**config.mk**
```make
export PLATFORM = sky130hd
export DESIGN_NAME = seq_divider_hs
export DESIGN_NICKNAME = d
export VERILOG_FILES = /design/src/rtl/seq_divider_hs.sv
export SDC_FILE = /design/constraint.sdc
export NUM_CORES = 1
export LEC_CHECK = 0
export ABC_AREA = 0
export CORE_MARGIN = 3
export CORE_UTILIZATION = 45
export CTS_CLUSTER_SIZE = 16
export DETAILED_ROUTE_END_ITERATION = 10
export PLACE_DENSITY = 0.68
export REMOVE_ABC_BUFFERS = 1
export SLEW_MARGIN = 5
export SYNTH_ARGS = -nofsm -noshare
export SYNTH_HDL_FRONTEND = slang
export SYNTH_SLANG_ARGS = --single-unit
```
**constraint.sdc**
```tcl
create_clock -name clk -period 2.4 [get_ports clk]
set_clock_uncertainty 0.15 [all_clocks]
set_input_delay 0.72 -clock clk [delete_from_list [all_inputs] [get_ports clk]]
set_output_delay 0.72 -clock clk [all_outputs]
set_load 0.03 [all_outputs]
```
**src/rtl/seq_divider_hs.sv**
```systemverilog
// -----------------------------------------------------------------------------
// seq_divider_hs
// Multi-cycle restoring integer divider with a start/done handshake.
// Operands are captured when start is accepted in IDLE. The quotient and
// remainder are produced STEPS_PER_CYCLE bits per clock. Results are registered
// and held until the next completion. A zero divisor is detected at accept and
// answered after one cycle.
//
// Optional feature macro: SIGNED_DIV_EN
//   When defined, is_signed=1 selects two's-complement truncating division.
//   When not defined, is_signed is ignored and only unsigned logic is built.
//
// Parameters:
//   WIDTH_A          dividend / quotient width
//   WIDTH_B          divisor / remainder width (WIDTH_B <= WIDTH_A)
//   STEPS_PER_CYCLE  restoring iterations per clock (must divide WIDTH_A)
//
// Ports:
//   clk          in   system clock, rising edge
//   reset        in   synchronous active-high reset
//   start        in   divide request, sampled only while busy=0
//   A            in   dividend, captured at accept
//   B            in   divisor, captured at accept
//   is_signed    in   two's-complement select (SIGNED_DIV_EN builds only)
//   busy         out  operation in progress
//   done         out  one-cycle pulse when Q, R and div_by_zero update
//   Q            out  quotient, held until the next completion
//   R            out  remainder, held until the next completion
//   div_by_zero  out  set with done when the captured divisor was zero
// -----------------------------------------------------------------------------
module seq_divider_hs #(
  parameter int WIDTH_A         = 8,
  parameter int WIDTH_B         = 8,
  parameter int STEPS_PER_CYCLE = 1
) (
  input  logic               clk,
  input  logic               reset,
  input  logic               start,
  input  logic [WIDTH_A-1:0] A,
  input  logic [WIDTH_B-1:0] B,
  input  logic               is_signed,
  output logic               busy,
  output logic               done,
  output logic [WIDTH_A-1:0] Q,
  output logic [WIDTH_B-1:0] R,
  output logic               div_by_zero
);

  localparam int N     = WIDTH_A / STEPS_PER_CYCLE;
  localparam int CNT_W = (N > 1) ? $clog2(N) : 1;
  localparam logic [CNT_W-1:0] CNT_LAST = CNT_W'(N - 1);

  if ((WIDTH_A % STEPS_PER_CYCLE) != 0) begin : g_bad_steps
    $error("seq_divider_hs: STEPS_PER_CYCLE must divide WIDTH_A exactly");
  end
  if (WIDTH_B > WIDTH_A) begin : g_bad_width
    $error("seq_divider_hs: WIDTH_B must not exceed WIDTH_A");
  end

  typedef enum logic [1:0] {
    S_IDLE = 2'd0,
    S_CALC = 2'd1,
    S_ZERO = 2'd2
  } state_t;

  state_t             state_r;
  logic [CNT_W-1:0]   cnt_r;
  logic [WIDTH_B:0]   rem_r;    // one extra bit so the compare never overflows
  logic [WIDTH_A-1:0] quo_r;    // dividend shifts out of the top, quotient in at the bottom
  logic [WIDTH_B-1:0] dvs_r;
  logic [WIDTH_B-1:0] a_low_r;  // raw A low bits, returned as R on divide by zero
  logic               neg_q_r;
  logic               neg_r_r;

  logic               sgn_s;
  logic [WIDTH_A-1:0] a_mag_s;
  logic [WIDTH_B-1:0] b_mag_s;
  logic               b_zero_s;
  logic [WIDTH_B:0]   rem_n_s;
  logic [WIDTH_A-1:0] quo_n_s;
  logic [WIDTH_A-1:0] q_fin_s;
  logic [WIDTH_B-1:0] r_fin_s;

  // Two's-complement negation helpers
  function automatic logic [WIDTH_A-1:0] neg_a(input logic [WIDTH_A-1:0] v);
    neg_a = ~v + WIDTH_A'(1);
  endfunction

  function automatic logic [WIDTH_B-1:0] neg_b(input logic [WIDTH_B-1:0] v);
    neg_b = ~v + WIDTH_B'(1);
  endfunction

`ifdef SIGNED_DIV_EN
  assign sgn_s = is_signed;
`else
  logic unused_is_signed_s;
  assign sgn_s = 1'b0;
  assign unused_is_signed_s = is_signed;
`endif

  // Operand magnitudes and sign flags presented at accept
  always_comb begin
    a_mag_s  = A;
    b_mag_s  = B;
    b_zero_s = (B == {WIDTH_B{1'b0}});
    if (sgn_s && A[WIDTH_A-1]) begin
      a_mag_s = neg_a(A);
    end else begin
      a_mag_s = A;
    end
    if (sgn_s && B[WIDTH_B-1]) begin
      b_mag_s = neg_b(B);
    end else begin
      b_mag_s = B;
    end
  end

  // STEPS_PER_CYCLE restoring shift/compare/subtract steps
  always_comb begin
    rem_n_s = rem_r;
    quo_n_s = quo_r;
    for (int i = 0; i < STEPS_PER_CYCLE; i++) begin
      rem_n_s = {rem_n_s[WIDTH_B-1:0], quo_n_s[WIDTH_A-1]};
      quo_n_s = quo_n_s << 1'b1;
      if (rem_n_s >= {1'b0, dvs_r}) begin
        rem_n_s    = rem_n_s - {1'b0, dvs_r};
        quo_n_s[0] = 1'b1;
      end else begin
        quo_n_s[0] = 1'b0;
      end
    end
  end

  // Sign correction at the final load (quotient and remainder magnitudes)
  always_comb begin
    q_fin_s = quo_n_s;
    r_fin_s = rem_n_s[WIDTH_B-1:0];
    if (neg_q_r) begin
      q_fin_s = neg_a(quo_n_s);
    end else begin
      q_fin_s = quo_n_s;
    end
    if (neg_r_r) begin
      r_fin_s = neg_b(rem_n_s[WIDTH_B-1:0]);
    end else begin
      r_fin_s = rem_n_s[WIDTH_B-1:0];
    end
  end

  // Control FSM, datapath registers and registered outputs
  always_ff @(posedge clk) begin
    if (reset) begin
      state_r     <= S_IDLE;
      cnt_r       <= {CNT_W{1'b0}};
      rem_r       <= {(WIDTH_B+1){1'b0}};
      quo_r       <= {WIDTH_A{1'b0}};
      dvs_r       <= {WIDTH_B{1'b0}};
      a_low_r     <= {WIDTH_B{1'b0}};
      neg_q_r     <= 1'b0;
      neg_r_r     <= 1'b0;
      busy        <= 1'b0;
      done        <= 1'b0;
      Q           <= {WIDTH_A{1'b0}};
      R           <= {WIDTH_B{1'b0}};
      div_by_zero <= 1'b0;
    end else begin
      case (state_r)
        S_IDLE: begin
          done <= 1'b0;
          if (start) begin
            quo_r   <= a_mag_s;
            dvs_r   <= b_mag_s;
            a_low_r <= A[WIDTH_B-1:0];
            rem_r   <= {(WIDTH_B+1){1'b0}};
            cnt_r   <= {CNT_W{1'b0}};
            neg_q_r <= sgn_s & (A[WIDTH_A-1] ^ B[WIDTH_B-1]);
            neg_r_r <= sgn_s & A[WIDTH_A-1];
            busy    <= 1'b1;
            state_r <= b_zero_s ? S_ZERO : S_CALC;
          end else begin
            busy    <= 1'b0;
            state_r <= S_IDLE;
          end
        end
        S_CALC: begin
          rem_r <= rem_n_s;
          quo_r <= quo_n_s;
          if (cnt_r == CNT_LAST) begin
            Q           <= q_fin_s;
            R           <= r_fin_s;
            div_by_zero <= 1'b0;
            done        <= 1'b1;
            busy        <= 1'b0;
            cnt_r       <= {CNT_W{1'b0}};
            state_r     <= S_IDLE;
          end else begin
            cnt_r <= cnt_r + CNT_W'(1);
          end
        end
        S_ZERO: begin
          Q           <= {WIDTH_A{1'b1}};
          R           <= a_low_r;
          div_by_zero <= 1'b1;
          done        <= 1'b1;
          busy        <= 1'b0;
          state_r     <= S_IDLE;
        end
        default: begin
          busy    <= 1'b0;
          done    <= 1'b0;
          state_r <= S_IDLE;
        end
      endcase
    end
  end

endmodule

```
After elaboration in Yosys (flattened, before gate mapping)
Index checks and enable logic that the tools add are counted.
{"block": "totals", "regBits": 56, "inputBits": 20, "output_inout_bits": 19, "word_cells": 49}
{"block": "op_classes", "addsub": 2, "magnitude_cmp": 1, "n_eq_ne": 5, "n_mux": 23, "reduce_logical": 7}
{"op": "$pmux W8 S2", "count": 4}
{"op": "$mux W8", "count": 5}
{"op": "$ge A9 B8 Y1", "count": 1}
{"op": "$logic_not A8 Y1", "count": 1}
{"op": "$sub A8 B8 Y8", "count": 1}
{"op": "$mux W2", "count": 3}
{"op": "$mux W3", "count": 2}
{"op": "$pmux W1 S2", "count": 3}
{"op": "$pmux W3 S2", "count": 1}
{"op": "$reduce_and A2 Y1", "count": 3}
{"op": "$mux W1", "count": 4}
{"op": "$ne A2 B2 Y1 const B", "count": 2}
{"op": "$pmux W2 S2", "count": 1}
{"op": "$reduce_bool A2 Y1", "count": 2}
{"op": "$add A3 B1 Y3 const B", "count": 1}
{"op": "$eq A3 B3 Y1 const B", "count": 1}
{"op": "$eq A2 B1 Y1 const B", "count": 1}
{"op": "$eq A2 B2 Y1 const B", "count": 1}
{"op": "$logic_not A2 Y1", "count": 1}

Depth between registers and ports, before layout
{"block": "logic_depth", "depth_word": 4, "depth_mapped": 9, "mapped_depth_nobuf": 8}

Worst setup path after synthesis
No wires, ideal clock.
{"block": "synth_timing", "kind": "register to register", "startpoint": "reg quo_r[7]", "endpoint": "reg R[6]", "setup_ns": 0.079, "arrival_time_ns": 1.964, "required_time_ns": 2.171, "slack_ns": 0.207, "stages_incl_launch_ff": 9, "path_buffers": 0, "synth_period_minus_slack_ns": 2.193, "cell_sequence": "dfxtp_1 > inv_1 > ha_1 > fa_1 > or2b_1 > a2111o_1 > o311ai_0 > mux2i_1 > a211oi_2"}
{"block": "synth_between", "elab_chain_cells": 4, "word_cells_on_any_way": 5, "cone_classes": "add/sub (1); order compare (1); mux (3)"}
{"item": "start: declaration", "line_no": "69", "rtl": "logic [WIDTH_A-1:0] quo_r;"}
{"item": "start signal: assignment", "line_no": "156", "rtl": "quo_r <= {WIDTH_A{1'b0}};"}
{"item": "start signal: assignment", "line_no": "171", "rtl": "quo_r <= a_mag_s;"}
{"item": "start signal: assignment", "line_no": "187", "rtl": "quo_r <= quo_n_s;"}
{"item": "$sub A8 B8 Y8 / $ge A9 B8 Y1 (equally long branches)", "line_no": "126, 125"}
{"item": "$mux W8 *", "line_no": "125", "rtl": "if (rem_n_s >= {1'b0, dvs_r}) begin"}
{"item": "$mux W8 *", "line_no": "188", "rtl": "if (cnt_r == CNT_LAST) begin"}
{"item": "$pmux W8 S2 *", "line_no": "167", "rtl": "case (state_r)"}
{"item": "end signal: assignment", "line_no": "164", "rtl": "R <= {WIDTH_B{1'b0}};"}
{"item": "end signal: assignment", "line_no": "190", "rtl": "R <= r_fin_s;"}
{"item": "end signal: assignment", "line_no": "202", "rtl": "R <= a_low_r;"}
{"item": "end: declaration", "line_no": "45", "rtl": "output logic [WIDTH_B-1:0] R,"}
Mark *: on every way between the ends. The rest lies on a longest branch, timed or not. The select of a mux whose other input is x is not followed.
A chain may end at the register's enable or synchronous reset.

Final worst setup path
Same ends and word-level chain as after synthesis.

==> metrics <==
Worst path slowest cell a2111o_1; Critical Path Fanout Max 3; area grow syn2layout 22.2%; share of layout cells above drive strength 1 9.77%; sequential cell area fraction in the yosys report 39.9%; Critical Path AT 2390 ps; final core utilization 57.4%; Initial Util 47.0%; core region area 0.00599 mm2; Final GP Congestion 0.804; Initial DRT Pass Iterations 4; Syn Inst Count 344; RR Endpoint R[6]$_SDFFE_PP0P_; CP Buf/Inv Count 1; clock-pin slew on the worst setup and hold paths 100 ps; fillers 564; gr ovfl total 0; number of port buffers 37; flops & latches, synth 56; commonest register cell after synthesis dfxtp_1; Hold WS 305 ps; met3 Use GR 3.20%; Yosys warning count 0; most frequent cells in the layout dfxtp_1, nand2_1, nor2_1, a21oi_1, clkdlybuf4s50_1; asr flop ratio synth 0%; non-filler instance count after layout 464; Post-synth EDFFs 0; mapped cell area 0.00281 mm2; Core Rows 28; Top Family by Delay on Critical Path compound AO/OA/AOI/OAI gates; maximum clock rate 434 MHz; die height 85.1 um; GRT Max-Usage Layer met2; clock tree buffer depth 2; IO Count 39; Max-slew headroom 65.4%; total leakage power 1.33 nW; setup total negative slack 0 ps; area of the multi-input gates 0.00154 mm2; met2 Usage GRT 30.0%; WS Path Type register to register; Max VDD drop 0.411 mV; initial antenna violation count 0; Via Count 2495; fin. max-slew vios 0; CTS Buf Count 5; Remaining DRCs 0; storage element area 0.00112 mm2; RSZ-0062 raised after global routing no; final setup violation count 0; global-route wire length before repair 11.0 mm; largest net degree at the start of global routing 50; measured slew at the worst slew-check pin 518 ps; Syn Area/Cell 8.18 um2; Hold Crit Depth 2; post-route antenna net violation count 0; commonest non-fill, non-tap cell in the layout dfxtp_1; CTS tree yes; Hold Crit Class register to register; routed len/inst 14.0 um; Die X 85.1 um; vias in the first global route 2327; worst hold path startpoint a_low_r[0]$_SDFFE_PP0P_; Critical R2R Launch quo_r[7]$_SDFFE_PP0P_; Inst Count DP 452; CTS root buffer clkbuf_8; final period utilization 95.9%; clk_lat worst skew 310 ps; R2R Setup Slk 100 ps; Avg Vias per Cell 5.38; min cycle time layout 2300 ps; nets 422; GRT met1 Usage 25.8%; DP HPWL 4.68 mm; Netlist cell types 51; R2R cell count 8; Final Hold Fails 0; H-tree Lvls 2; startpoint types register; pwr dens 578 mW/mm2; DRT iter0 DRCs 122; Sink Count 56; Req. time, crit path 2490 ps; cells along the critical path inv_1, ha_2, fa_2, or2b_1, a2111o_1, o311ai_0, mux2i_1, a211oi_2; CP peak stage delay 370 ps; Worst setup EP type register; Die Area 0.00724 mm2; Routed WL 6.52 mm; outcome finished, final reports clean; maxcap violations 0; gr usage total 18.6%; hold endpoint a_low_r[0]$_SDFFE_PP0P_; ANT cells 0
==> registers in the layout, indices dropped and copies added (netlist names), 2 cells and up <==
register  cells
a_low_r       8
Q             8
state_r       2
dvs_r         8
rem_r         8
cnt_r         3
quo_r         8
R             8
==> layer usage <==
layer | wire length, um | vias up
met5 | 0 | -
met4 | 60 | 0
met3 | 227 | 4
met2 | 3050 | 46
met1 | 3180 | 1154
li1 | - | 1291
==> metrics by stage <==
step	setup slack (ps)	instance area, um2	total power [mW]
2_1_floorplan	29.3	2730	1.29
3_3_place_gp	32.2	3310	1.44
3_5_place_dp	-5.95	3310	1.45
4_1_cts	-2.96	3400	1.98
5_1_grt	5.86	3440	2.09
6_report	98.2	3440	1.99
==> worst max path at each step <==
stage	from	to	slack [ps]	depth (start not counted)
floorplan	state_r[1]$_SDFFE_PP0P_	rem_r[7]$_SDFFE_PP0P_	30	7
global placement	quo_r[7]$_SDFFE_PP0P_	R[6]$_SDFFE_PP0P_	30	8
detailed placement	quo_r[7]$_SDFFE_PP0P_	R[6]$_SDFFE_PP0P_	-6	8
CTS	rem_r[4]$_SDFFE_PP0P_	rem_r[1]$_SDFFE_PP0P_	-3	5
global route	quo_r[7]$_SDFFE_PP0P_	R[6]$_SDFFE_PP0P_	6	8
finish	quo_r[7]$_SDFFE_PP0P_	R[6]$_SDFFE_PP0P_	100	8
==> area by class of cell <==
type,instances,share of cell area [%]
clock buffer,6,2.11
sequential,56,32.6
multi-input combinational,249,44.8
clock inverter,2,0.473
tap,75,2.73
inverter,21,2.29
timing repair buffer,55,14.9
==> what timing repair did <==
item / in CTS / in global routing
hold buffers: 0 / 0
setup buffers: 0 / 4
pin swaps: 1 / 1
endpoints found under the setup margin: 6 / 12
gates resized for setup: 2 / 2
==> power by group <==
part,leakage (nW),internal [mW],switching [mW]
logic,0.833,0.211,0.251
registers,0.457,0.971,0.0271
clock network,0.0414,0.209,0.319
total,1.33,1.39,0.597
==> tightest hold or removal path, stage by stage, from the launching register on <==
cell and delay [ps]:
dfxtp_1 320, nand2_1 50, a21oi_1 50
==> cells in the mapped netlist, types with 4 or more instances <==
cell type  number  area share [%]
nand3b_1        4             1.1
dfxtp_1        56              40
ha_1           13             5.8
nor3_1         13             2.3
buf_2           4            0.71
clkbuf_1       10             1.3
a211oi_1       12             3.2
o21ai_0        14             2.5
nand2_1        48             6.4
mux2i_1        13             4.6
nand3_1         4            0.71
nor2_1         37             4.9
nand2b_1        4            0.89
inv_1          21             2.8
a21oi_1        37             6.6
==> logic make-up after synthesis <==
logic type,count (synthesis),share of synthesized area [%]
and+or+nand+nor,123,19.5
DFF,56,39.9
xor gates and xnor gates,4,1.25
buffers and inverters,39,5.65
muxes,14,5.03
adders and majority gates,14,6.49
AOI/OAI and AO/OA,94,22.2
Note: power is estimated with default switching activity, not from simulation.
